**config.mk**
```make
export PLATFORM = sky130hd
export DESIGN_NAME = bnn_layer_sequencer_flat
export DESIGN_NICKNAME = d
export VERILOG_FILES = /design/src/rtl/bnn_layer_sequencer_if.sv /design/src/rtl/bnn_layer_sequencer.sv /design/src/flat_wrapper.sv
export SDC_FILE = /design/constraint.sdc
export NUM_CORES = 1
export LEC_CHECK = 0
export ABC_AREA = 1
export CORE_UTILIZATION = 40
export DETAILED_ROUTE_END_ITERATION = 7
export SLEW_MARGIN = 20
export SYNTH_ARGS = -nofsm -noshare
export SYNTH_HDL_FRONTEND = slang
export SYNTH_SLANG_ARGS = --single-unit
```
**constraint.sdc**
```tcl
create_clock -name clk -period 4 [get_ports clk]
set_clock_uncertainty 0.15 [all_clocks]
set_input_delay 1.2 -clock clk [delete_from_list [all_inputs] [get_ports clk]]
set_output_delay 1.2 -clock clk [all_outputs]
set_load 0.01 [all_outputs]
```
**src/rtl/bnn_layer_sequencer_if.sv**
```systemverilog
// Handshake and memory-port bundle for the binarised layer sequencer.
// The master modport is the sequencer; the slave modport is the host/memory side.
interface bnn_layer_sequencer_if #(
  parameter int W_ADDR_LEN = 20,
  parameter int X_ADDR_LEN = 10,
  parameter int SEL_LEN    = 2,
  parameter int CLS_W      = 4
) ();
  logic                  start;
  logic                  busy;
  logic                  done;
  logic [CLS_W-1:0]      class_idx;
  logic                  class_valid;
  logic [W_ADDR_LEN-1:0] w_addr;
  logic [SEL_LEN-1:0]    w_sel;
  logic                  w_data;
  logic [X_ADDR_LEN-1:0] x_addr;
  logic [SEL_LEN-1:0]    x_sel;
  logic                  x_rd_data;
  logic                  x_wr_en;
  logic                  x_wr_data;

  modport master (
    input  start, w_data, x_rd_data,
    output busy, done, class_idx, class_valid,
           w_addr, w_sel, x_addr, x_sel, x_wr_en, x_wr_data
  );

  modport slave (
    output start, w_data, x_rd_data,
    input  busy, done, class_idx, class_valid,
           w_addr, w_sel, x_addr, x_sel, x_wr_en, x_wr_data
  );
endinterface

```
**src/rtl/bnn_layer_sequencer.sv**
```systemverilog
// Sequences NUM_LAYERS binarised fully connected layers through an XNOR-popcount
// datapath; hidden activations go back to x-memory, the last layer feeds an argmax.
module bnn_layer_sequencer #(
  parameter int NUM_LAYERS = 4,
  parameter int IN_LEN     = 784,
  parameter int HID_LEN    = 1024,
  parameter int OUT_LEN    = 10,
  parameter int W_ADDR_LEN = 20,
  parameter int X_ADDR_LEN = 10,
  parameter int SEL_LEN    = 2,
  parameter int ACC_W      = 11,
  parameter int CLS_W      = 4
) (
  input  logic                  clk,
  input  logic                  rst,
  bnn_layer_sequencer_if.master bus
);

  localparam logic [2:0] S_IDLE  = 3'd0;
  localparam logic [2:0] S_LOAD  = 3'd1;
  localparam logic [2:0] S_DRAIN = 3'd2;
  localparam logic [2:0] S_EMIT  = 3'd3;
  localparam logic [2:0] S_DONE  = 3'd4;

  localparam logic [ACC_W-1:0]      IN_F      = ACC_W'(IN_LEN);
  localparam logic [ACC_W-1:0]      HID_F     = ACC_W'(HID_LEN);
  localparam logic [X_ADDR_LEN-1:0] IN_LAST   = X_ADDR_LEN'(IN_LEN - 1);
  localparam logic [X_ADDR_LEN-1:0] HID_LAST  = X_ADDR_LEN'(HID_LEN - 1);
  localparam logic [X_ADDR_LEN-1:0] OUT_LAST  = X_ADDR_LEN'(OUT_LEN - 1);
  localparam logic [SEL_LEN-1:0]    LAST_LAYER = SEL_LEN'(NUM_LAYERS - 1);

  logic [2:0]            state_q, state_d;
  logic [SEL_LEN-1:0]    layer_q, layer_d;
  logic [X_ADDR_LEN-1:0] neuron_q, neuron_d;
  logic [X_ADDR_LEN-1:0] idx_q, idx_d;
  logic [ACC_W-1:0]      acc_q, acc_d;
  logic [W_ADDR_LEN-1:0] base_q, base_d;
  logic [ACC_W-1:0]      best_cnt_q, best_cnt_d;
  logic [CLS_W-1:0]      best_idx_q, best_idx_d;
  logic [CLS_W-1:0]      class_idx_q, class_idx_d;
  logic                  class_valid_q, class_valid_d;

  logic                  is_first;
  logic                  is_last;
  logic [ACC_W-1:0]      f_len;
  logic [X_ADDR_LEN-1:0] f_last;
  logic [X_ADDR_LEN-1:0] n_last;
  logic [ACC_W-1:0]      match;
  logic                  act_bit;

  assign is_first = (layer_q == '0);
  assign is_last  = (layer_q == LAST_LAYER);
  assign f_len    = is_first ? IN_F : HID_F;
  assign f_last   = is_first ? IN_LAST : HID_LAST;
  assign n_last   = is_last ? OUT_LAST : HID_LAST;
  assign match    = {{(ACC_W-1){1'b0}}, ~(bus.w_data ^ bus.x_rd_data)};
  // Sign activation: popcount of at least half the fan-in, ties resolve to 1.
  assign act_bit  = ({acc_q, 1'b0} >= {1'b0, f_len});

  always_comb begin
    state_d       = state_q;
    layer_d       = layer_q;
    neuron_d      = neuron_q;
    idx_d         = idx_q;
    acc_d         = acc_q;
    base_d        = base_q;
    best_cnt_d    = best_cnt_q;
    best_idx_d    = best_idx_q;
    class_idx_d   = class_idx_q;
    class_valid_d = class_valid_q;

    case (state_q)
      S_IDLE: begin
        if (bus.start) begin
          state_d       = S_LOAD;
          layer_d       = '0;
          neuron_d      = '0;
          idx_d         = '0;
          acc_d         = '0;
          base_d        = '0;
          best_cnt_d    = '0;
          best_idx_d    = '0;
          class_valid_d = 1'b0;
        end
      end

      S_LOAD: begin
        idx_d = idx_q + X_ADDR_LEN'(1);
        // Memory returns data one cycle late, so the first LOAD has nothing to add.
        if (idx_q != '0) begin
          acc_d = acc_q + match;
        end
        if (idx_q == f_last) begin
          state_d = S_DRAIN;
        end
      end

      S_DRAIN: begin
        acc_d   = acc_q + match;
        state_d = S_EMIT;
      end

      S_EMIT: begin
        if (is_last && ((neuron_q == '0) || (acc_q > best_cnt_q))) begin
          best_cnt_d = acc_q;
          best_idx_d = CLS_W'(neuron_q);
        end
        acc_d = '0;
        idx_d = '0;
        if (neuron_q == n_last) begin
          if (is_last) begin
            state_d = S_DONE;
          end else begin
            layer_d  = layer_q + SEL_LEN'(1);
            neuron_d = '0;
            base_d   = '0;
            state_d  = S_LOAD;
          end
        end else begin
          neuron_d = neuron_q + X_ADDR_LEN'(1);
          base_d   = base_q + W_ADDR_LEN'(f_len);
          state_d  = S_LOAD;
        end
      end

      S_DONE: begin
        class_idx_d   = best_idx_q;
        class_valid_d = 1'b1;
        state_d       = S_IDLE;
      end

      default: begin
        state_d = S_IDLE;
      end
    endcase
  end

  always_ff @(posedge clk or posedge rst) begin
    if (rst) begin
      state_q       <= S_IDLE;
      layer_q       <= '0;
      neuron_q      <= '0;
      idx_q         <= '0;
      acc_q         <= '0;
      base_q        <= '0;
      best_cnt_q    <= '0;
      best_idx_q    <= '0;
      class_idx_q   <= '0;
      class_valid_q <= 1'b0;
    end else begin
      state_q       <= state_d;
      layer_q       <= layer_d;
      neuron_q      <= neuron_d;
      idx_q         <= idx_d;
      acc_q         <= acc_d;
      base_q        <= base_d;
      best_cnt_q    <= best_cnt_d;
      best_idx_q    <= best_idx_d;
      class_idx_q   <= class_idx_d;
      class_valid_q <= class_valid_d;
    end
  end

  // Outputs decode registered state only, so reset forces them low immediately.
  logic in_load, in_layer, in_write;

  assign in_load  = (state_q == S_LOAD);
  assign in_layer = (state_q == S_LOAD) || (state_q == S_DRAIN) || (state_q == S_EMIT);
  assign in_write = (state_q == S_EMIT) && !is_last;

  assign bus.busy        = (state_q != S_IDLE);
  assign bus.done        = (state_q == S_DONE);
  assign bus.class_idx   = class_idx_q;
  assign bus.class_valid = class_valid_q;
  assign bus.w_addr      = in_load ? (base_q + W_ADDR_LEN'(idx_q)) : '0;
  assign bus.w_sel       = in_layer ? layer_q : '0;
  assign bus.x_addr      = in_load ? idx_q : (in_write ? neuron_q : '0);
  assign bus.x_sel       = in_write ? (layer_q + SEL_LEN'(1)) :
                           ((in_load || (state_q == S_DRAIN)) ? layer_q : '0);
  assign bus.x_wr_en     = in_write;
  assign bus.x_wr_data   = in_write & act_bit;

endmodule

```
**src/flat_wrapper.sv**
```systemverilog
// flat-port wrapper written by rule: the top's interface ports become plain ports
module bnn_layer_sequencer_flat 
#(
  parameter int NUM_LAYERS = 4,
  parameter int IN_LEN     = 784,
  parameter int HID_LEN    = 1024,
  parameter int OUT_LEN    = 10,
  parameter int W_ADDR_LEN = 20,
  parameter int X_ADDR_LEN = 10,
  parameter int SEL_LEN    = 2,
  parameter int ACC_W      = 11,
  parameter int CLS_W      = 4
)
  (clk, rst, bus_start, bus_w_data, bus_x_rd_data, bus_busy, bus_done, bus_class_idx, bus_class_valid, bus_w_addr, bus_w_sel, bus_x_addr, bus_x_sel, bus_x_wr_en, bus_x_wr_data);
  bnn_layer_sequencer_if #(.W_ADDR_LEN(W_ADDR_LEN), .X_ADDR_LEN(X_ADDR_LEN), .SEL_LEN(SEL_LEN), .CLS_W(CLS_W)) bus_i ();
  input  logic clk;
  input  logic rst;
  input wire logic [$bits(bus_i.start)-1:0] bus_start;
  input wire logic [$bits(bus_i.w_data)-1:0] bus_w_data;
  input wire logic [$bits(bus_i.x_rd_data)-1:0] bus_x_rd_data;
  output wire logic [$bits(bus_i.busy)-1:0] bus_busy;
  output wire logic [$bits(bus_i.done)-1:0] bus_done;
  output wire logic [$bits(bus_i.class_idx)-1:0] bus_class_idx;
  output wire logic [$bits(bus_i.class_valid)-1:0] bus_class_valid;
  output wire logic [$bits(bus_i.w_addr)-1:0] bus_w_addr;
  output wire logic [$bits(bus_i.w_sel)-1:0] bus_w_sel;
  output wire logic [$bits(bus_i.x_addr)-1:0] bus_x_addr;
  output wire logic [$bits(bus_i.x_sel)-1:0] bus_x_sel;
  output wire logic [$bits(bus_i.x_wr_en)-1:0] bus_x_wr_en;
  output wire logic [$bits(bus_i.x_wr_data)-1:0] bus_x_wr_data;
  assign bus_i.start = bus_start;
  assign bus_i.w_data = bus_w_data;
  assign bus_i.x_rd_data = bus_x_rd_data;
  assign bus_busy = bus_i.busy;
  assign bus_done = bus_i.done;
  assign bus_class_idx = bus_i.class_idx;
  assign bus_class_valid = bus_i.class_valid;
  assign bus_w_addr = bus_i.w_addr;
  assign bus_w_sel = bus_i.w_sel;
  assign bus_x_addr = bus_i.x_addr;
  assign bus_x_sel = bus_i.x_sel;
  assign bus_x_wr_en = bus_i.x_wr_en;
  assign bus_x_wr_data = bus_i.x_wr_data;
  bnn_layer_sequencer #(.NUM_LAYERS(NUM_LAYERS), .IN_LEN(IN_LEN), .HID_LEN(HID_LEN), .OUT_LEN(OUT_LEN), .W_ADDR_LEN(W_ADDR_LEN), .X_ADDR_LEN(X_ADDR_LEN), .SEL_LEN(SEL_LEN), .ACC_W(ACC_W), .CLS_W(CLS_W)) u_core (.clk(clk), .rst(rst), .bus(bus_i));
endmodule
```
-- After elaboration in Yosys (flattened, before gate mapping)
Index checks and enable logic that the tools add are counted.
- register bits after elaboration: 76
- logic and storage cells: 94
- bits of input ports: 5
- bitwise operators: 3
- add/subtract/negate cells: 6
- reduce and logical (&&, ||, !) cells: 22
- muxes and demuxes: 37
- eq/ne operators: 14
- magnitude comparators: 2
- operators with widths (cell ; number):
    20-bit 2-to-1 mux ; 4
    10-bit 2-to-1 mux ; 6
    11-bit 2-to-1 mux ; 4
    11-bit case mux with 4 select lines ; 1
    20-bit case mux with 2 select lines ; 1
    10-bit case mux with 3 select lines ; 1
    11-bit case mux with 2 select lines ; 1
    10-bit by 1-bit adder with 10-bit output, second input constant ; 2
    20-bit by 10-bit adder with 20-bit output ; 1
    20-bit by 11-bit adder with 20-bit output ; 1
    10-bit == test ; 2
    10-bit case mux with 2 select lines ; 1
    12-bit by 11-bit greater-or-equal comparator with 1-bit output ; 1
    2-bit 2-to-1 mux ; 6
    3-bit 2-to-1 mux ; 4
    3-bit case mux with 4 select lines ; 1
    11-bit by 1-bit adder with 11-bit output ; 1
    11-bit > comparator ; 1
    10-bit logical NOT ; 1
    10-bit nonzero test ; 1
    3-bit AND reduction ; 3
    4-bit 2-to-1 mux ; 2
    8-bit 2-to-1 mux ; 1
    2-bit != test, second input constant ; 4
    other kinds (24) ; 33

-- Longest topological paths before layout
- depth after elaboration: 5
- mapped depth: 14
- mapped depth without buffers: 13

-- Least setup slack after synthesis
Ideal clock, no wire load.
- kind: register -> output
- start: register u_core.base_q[6]
- end: output port bus_w_addr[16]
- data arrival time: 1.635 ns
- data required time: 2.650 ns
- buffers on the path: 0
- stages on the path, launching flop included: 10
- setup slack: 1.015 ns
- path through: dfrtp_1 -> ha_1 -> inv_1 -> nor2_1 -> nor2_1 -> inv_1 -> nand2_1 -> a21oi_1 -> nand2_1 -> a21oi_1
- cells in the longest elaborated chain, start to end: 2
- RTL lines (element ; RTL line ; source):
    start: declaration ; bnn_layer_sequencer.sv:37 ; logic [W_ADDR_LEN-1:0] base_q, base_d;
    start signal: assignment ; bnn_layer_sequencer.sv:156 ; base_q <= base_d;
    20-bit by 10-bit adder with 20-bit output ; bnn_layer_sequencer.sv:175 ; assign bus.w_addr = in_load ? (base_q + W_ADDR_LEN'(idx_q)) : '0;
    20-bit 2-to-1 mux ; bnn_layer_sequencer.sv:175 ;
    end: declaration ; flat_wrapper.sv:25 ; output wire logic [$bits(bus_i.w_addr)-1:0] bus_w_addr;
No other way between the ends.

-- Final worst setup path
- start: register u_core.base_q[8]
- end: output port bus_w_addr[12]
The elaborated chain is that of the path after synthesis.

==> report_table.html <==
<table>
<tr><th>Metric</th><th>Value</th></tr>
<tr><th colspan="2">Status</th></tr>
<tr><td>Status</td><td>completed</td></tr>
<tr><th colspan="2">STA</th></tr>
<tr><td>Pins over their slew limit</td><td>0</td></tr>
<tr><td>Final Cycle Share</td><td>0.966</td></tr>
<tr><td>Shortest clock period the worst path allows after layout</td><td>3.86 ns</td></tr>
<tr><td>Accumulated negative setup slack</td><td>0 ns</td></tr>
<tr><td>Setup violations, final</td><td>0</td></tr>
<tr><td>Highest achievable clock rate</td><td>259 MHz</td></tr>
<tr><td>Final hold slack</td><td>0.320 ns</td></tr>
<tr><td>Headroom to the max-slew limit</td><td>0.595</td></tr>
<tr><td>Slew at the pin closest to its max-slew limit</td><td>0.606 ns</td></tr>
<tr><td>Endpoints failing hold</td><td>0</td></tr>
<tr><th colspan="2">Pwr</th></tr>
<tr><td>Power Dens Cells</td><td>328 nW/um2</td></tr>
<tr><td>Total design power</td><td>0.00209 W</td></tr>
<tr><td>Max rail drop VDD</td><td>0.227 mV</td></tr>
<tr><td>Static leakage</td><td>3.50 nW</td></tr>
<tr><th colspan="2">Worst setup path</th></tr>
<tr><td>Crit path arrival time</td><td>2.51 ns</td></tr>
<tr><td>Largest fanout of any net on the critical path</td><td>6</td></tr>
<tr><td>Sort of element at the start of the critical path</td><td>register</td></tr>
<tr><td>Critical path class</td><td>reg2out</td></tr>
<tr><td>Critical Path Sink Type</td><td>output port</td></tr>
<tr><td>Required time at the worst-slack endpoint</td><td>2.65 ns</td></tr>
<tr><th colspan="2">Yosys</th></tr>
<tr><td>Gate count of the mapped netlist</td><td>801</td></tr>
<tr><td>Most common flop cell mapped by yosys</td><td>dfrtp_1</td></tr>
<tr><td>Post-Syn Nets</td><td>840</td></tr>
<tr><td>Leading area contributor after synthesis</td><td>dfrtp_1</td></tr>
<tr><td>Part of the Yosys area used for sequential elements</td><td>0.336</td></tr>
<tr><td>Synth Area per Inst</td><td>6.70 um2</td></tr>
<tr><td>Top post-synthesis cells by area</td><td>dfrtp_1 (34%), nand2_1 (17%), ha_1 (7.9%)</td></tr>
<tr><td>Count of yosys warnings during synthesis</td><td>0</td></tr>
<tr><td>Area fraction of the dominant cell type after synthesis</td><td>0.336</td></tr>
<tr><td>Count of flip-flops with a built-in enable after synthesis</td><td>0</td></tr>
<tr><td>Post-synth cell types</td><td>35</td></tr>
<tr><td>Share of synthesized registers carrying an async set or reset</td><td>1.00</td></tr>
<tr><td>Number of flip-flops and latches in the synthesized netlist</td><td>72</td></tr>
<tr><td>Area of the mapped netlist</td><td>5370 um2</td></tr>
<tr><td>Post-synth top cells</td><td>nand2_1 (242), inv_1 (98), nor2_1 (76)</td></tr>
<tr><td>Most instantiated library cell after synthesis</td><td>nand2_1</td></tr>
<tr><th colspan="2">Die</th></tr>
<tr><td>Die width</td><td>118 um</td></tr>
<tr><td>Die Span Y</td><td>118 um</td></tr>
<tr><td>Die area</td><td>13900 um2</td></tr>
<tr><td>Initial Util</td><td>0.418</td></tr>
<tr><td>FP Rows</td><td>41</td></tr>
<tr><td>Floorplan Core Area</td><td>12800 um2</td></tr>
<tr><td>Ports</td><td>48</td></tr>
<tr><th colspan="2">Layout</th></tr>
<tr><td>Share of post-route cells with drive strength above 1</td><td>0.0703</td></tr>
<tr><td>Layout filler cell count</td><td>1295</td></tr>
<tr><td>Utilization after layout</td><td>0.498</td></tr>
<tr><td>Number of diodes added for antenna fixing</td><td>0</td></tr>
<tr><td>Fin nets</td><td>888</td></tr>
<tr><td>Total non-filler cell area in the finished layout</td><td>6380 um2</td></tr>
<tr><td>Area growth from synthesis to layout</td><td>19.0%</td></tr>
<tr><th colspan="2">Routing</th></tr>
<tr><td>DRT Wirelength</td><td>15.2 mm</td></tr>
<tr><td>DRC violation total after the first TritonRoute iteration</td><td>500</td></tr>
<tr><td>Total DRC errors in the routed layout</td><td>0</td></tr>
<tr><td>Router iterations before antenna repair</td><td>7</td></tr>
<tr><td>Via total after detailed routing</td><td>5451</td></tr>
<tr><td>Antenna-violating nets left</td><td>0</td></tr>
<tr><td>Routed wire length per instance</td><td>14.9 um</td></tr>
<tr><td>Routed via count divided by cell count</td><td>5.31</td></tr>
<tr><th colspan="2">GRT</th></tr>
<tr><td>Number of antenna violations at the first check in global routing</td><td>0</td></tr>
<tr><td>Global-route wire length before repair</td><td>25.5 mm</td></tr>
<tr><td>Maximum number of pins on one net before global-route repair</td><td>73</td></tr>
<tr><td>Total global routing track utilization</td><td>0.228</td></tr>
<tr><td>Overflow left after global routing</td><td>0</td></tr>
<tr><td>Via count of the first global-routing pass</td><td>5139</td></tr>
<tr><th colspan="2">Clock tree</th></tr>
<tr><td>Quantity of hold-fixing buffers added after cts</td><td>0</td></tr>
<tr><td>Insertion delay of the later-clocked pin in the worst-skew pair</td><td>0.34 ns</td></tr>
<tr><td>Clock buffer count from CTS</td><td>9</td></tr>
<tr><td>Clock Sinks</td><td>72</td></tr>
<tr><td>CTS tree</td><td>yes</td></tr>
<tr><td>Root Buffer Master</td><td>clkbuf_16</td></tr>
<tr><td>Worst-path clk slew</td><td>0.06 ns</td></tr>
<tr><td>H-tree Lvls</td><td>3</td></tr>
<tr><td>Maximum number of buffers from clock root to sink</td><td>2</td></tr>
<tr><th colspan="2">Flow run</th></tr>
<tr><td>Count of max-cap constraint violations</td><td>0</td></tr>
<tr><th colspan="2">Place</th></tr>
<tr><td>Final Wtd Congestion</td><td>0.908</td></tr>
<tr><td>Placed inst area</td><td>6000 um2</td></tr>
<tr><td>Post-detailed-placement half-perimeter wirelength</td><td>11.2 mm</td></tr>
<tr><td>Port Buf Inserts</td><td>47</td></tr>
<tr><th colspan="2">Hold path</th></tr>
<tr><td>Classification of the worst-slack hold path</td><td>reg2reg</td></tr>
</table>
==> final cells by class <==
class / count / area [um2] / area share
flip-flops and latches: 72 / 1800 / 0.283
multi-input cells: 600 / 3090 / 0.484
clock inverters: 3 / 40.0 / 0.00627
repair buffers: 57 / 568 / 0.0890
clock buffers: 13 / 260 / 0.0408
inverters: 109 / 409 / 0.0641
well taps: 172 / 215 / 0.0337
==> report_power, final <==
part	total, W	switching, W	leakage, nW	internal, W
Clock	0.000824	0.000309	0.150	0.000515
Combinational	0.000413	0.000263	2.56	0.000150
Sequential	0.000855	0.0000738	0.789	0.000782
Total	0.00209	0.000645	3.50	0.00145
==> state kept, by name (all words and copies together) (netlist names) <==
| register | cells |
|---|---|
| u_core.bus.class_valid | 1 |
| u_core.acc_q | 11 |
| u_core.bus.class_idx | 4 |
| u_core.base_q | 16 |
| u_core.layer_q | 2 |
| u_core.neuron_q | 10 |
| u_core.state_q | 3 |
| u_core.best_idx_q | 4 |
| u_core.best_cnt_q | 11 |
| u_core.idx_q | 10 |
==> final timing paths <==
| kind | from | end | slack (ns) | cells after the start |
|---|---|---|---|---|
| hold / removal | u_core.best_cnt_q[4]$_DFFE_PP0P_ | u_core.best_cnt_q[4]$_DFFE_PP0P_ | 0.32 | 2 |
| setup / recovery | u_core.base_q[8]$_DFFE_PP0P_ | bus_w_addr[12] | 0.14 | 9 |
| min in group asynchronous | rst | u_core.bus.class_idx[3]$_DFFE_PP0P_ | 1.10 | 3 |
| hold reg to reg | u_core.best_cnt_q[4]$_DFFE_PP0P_ | u_core.best_cnt_q[4]$_DFFE_PP0P_ | 0.32 | 2 |
| setup reg to reg | u_core.acc_q[10]$_DFFE_PP0P_ | u_core.best_cnt_q[3]$_DFFE_PP0P_ | 1.49 | 12 |
| max in group asynchronous | rst | u_core.base_q[6]$_DFFE_PP0P_ | 2.23 | 3 |
==> stage by stage <==
stage	setup slack, ns	std cells
3_5_place_dp	0.299	1006
6_report	0.136	1026
5_1_grt	-0.00586	1026
4_1_cts	-0.000191	1022
2_1_floorplan	0.825	801
3_3_place_gp	0.354	1006
==> layout by cell type (no fill, tap or decap), drive strengths merged <==
master	n
a211oi	1
a21oi	35
a31oi	1
buf	10
bufinv	1
clkbuf	13
clkdlybuf4s50	43
clkinv	2
dfrtp	72
dlymetal6s2s	4
ha	34
inv	109
nand2	244
nand3	74
nand3b	3
nand4	42
nor2	80
nor3	20
o211ai	1
o21a	1
o21ai	35
o21bai	1
o22ai	13
or2	4
xnor2	5
xor2	6
==> cells by family (layout without fill, tap and decap cells) <==
group | Yosys count | after routing | share of synthesized area
AND/OR/NAND/NOR | 467 | 467 | 0.383
buffers and inverters | 129 | 182 | 0.0956
AO/OA/AOI/OAI | 88 | 88 | 0.0886
flip-flops | 72 | 72 | 0.336
adder cells (fa/ha/maj) | 34 | 34 | 0.0793
XOR/XNOR | 11 | 11 | 0.0180
==> routing by layer <==
layer / track usage / part of all wire / vias up
met5: 0 / 0 / -
met4: 0.0889 / 0.019 / 0
met3: 0.0339 / 0.046 / 25
met2: 0.356 / 0.45 / 138
met1: 0.317 / 0.48 / 2576
li1: - / - / 2712
==> timing repair <==
action | in CTS | in global routing
resized for setup | 3 | 13
setup buffers | 0 | 4
pin swaps | 0 | 2
hold endpoints to repair | 0 | 0
endpoints found under the setup margin | 2 | 11
==> worst max-delay path: stages (launching register included) <==
cell and delay [ns]:
dfrtp_1 0.40, ha_1 0.35, inv_1 0.11, o21ai_1 0.11, a21oi_2 0.25, nand2_2 0.15
nand2_2 0.11, nand2_1 0.05, nor2_1 0.11, clkdlybuf4s50_1 0.54
No activity file was read; power rests on OpenSTA's default activity.
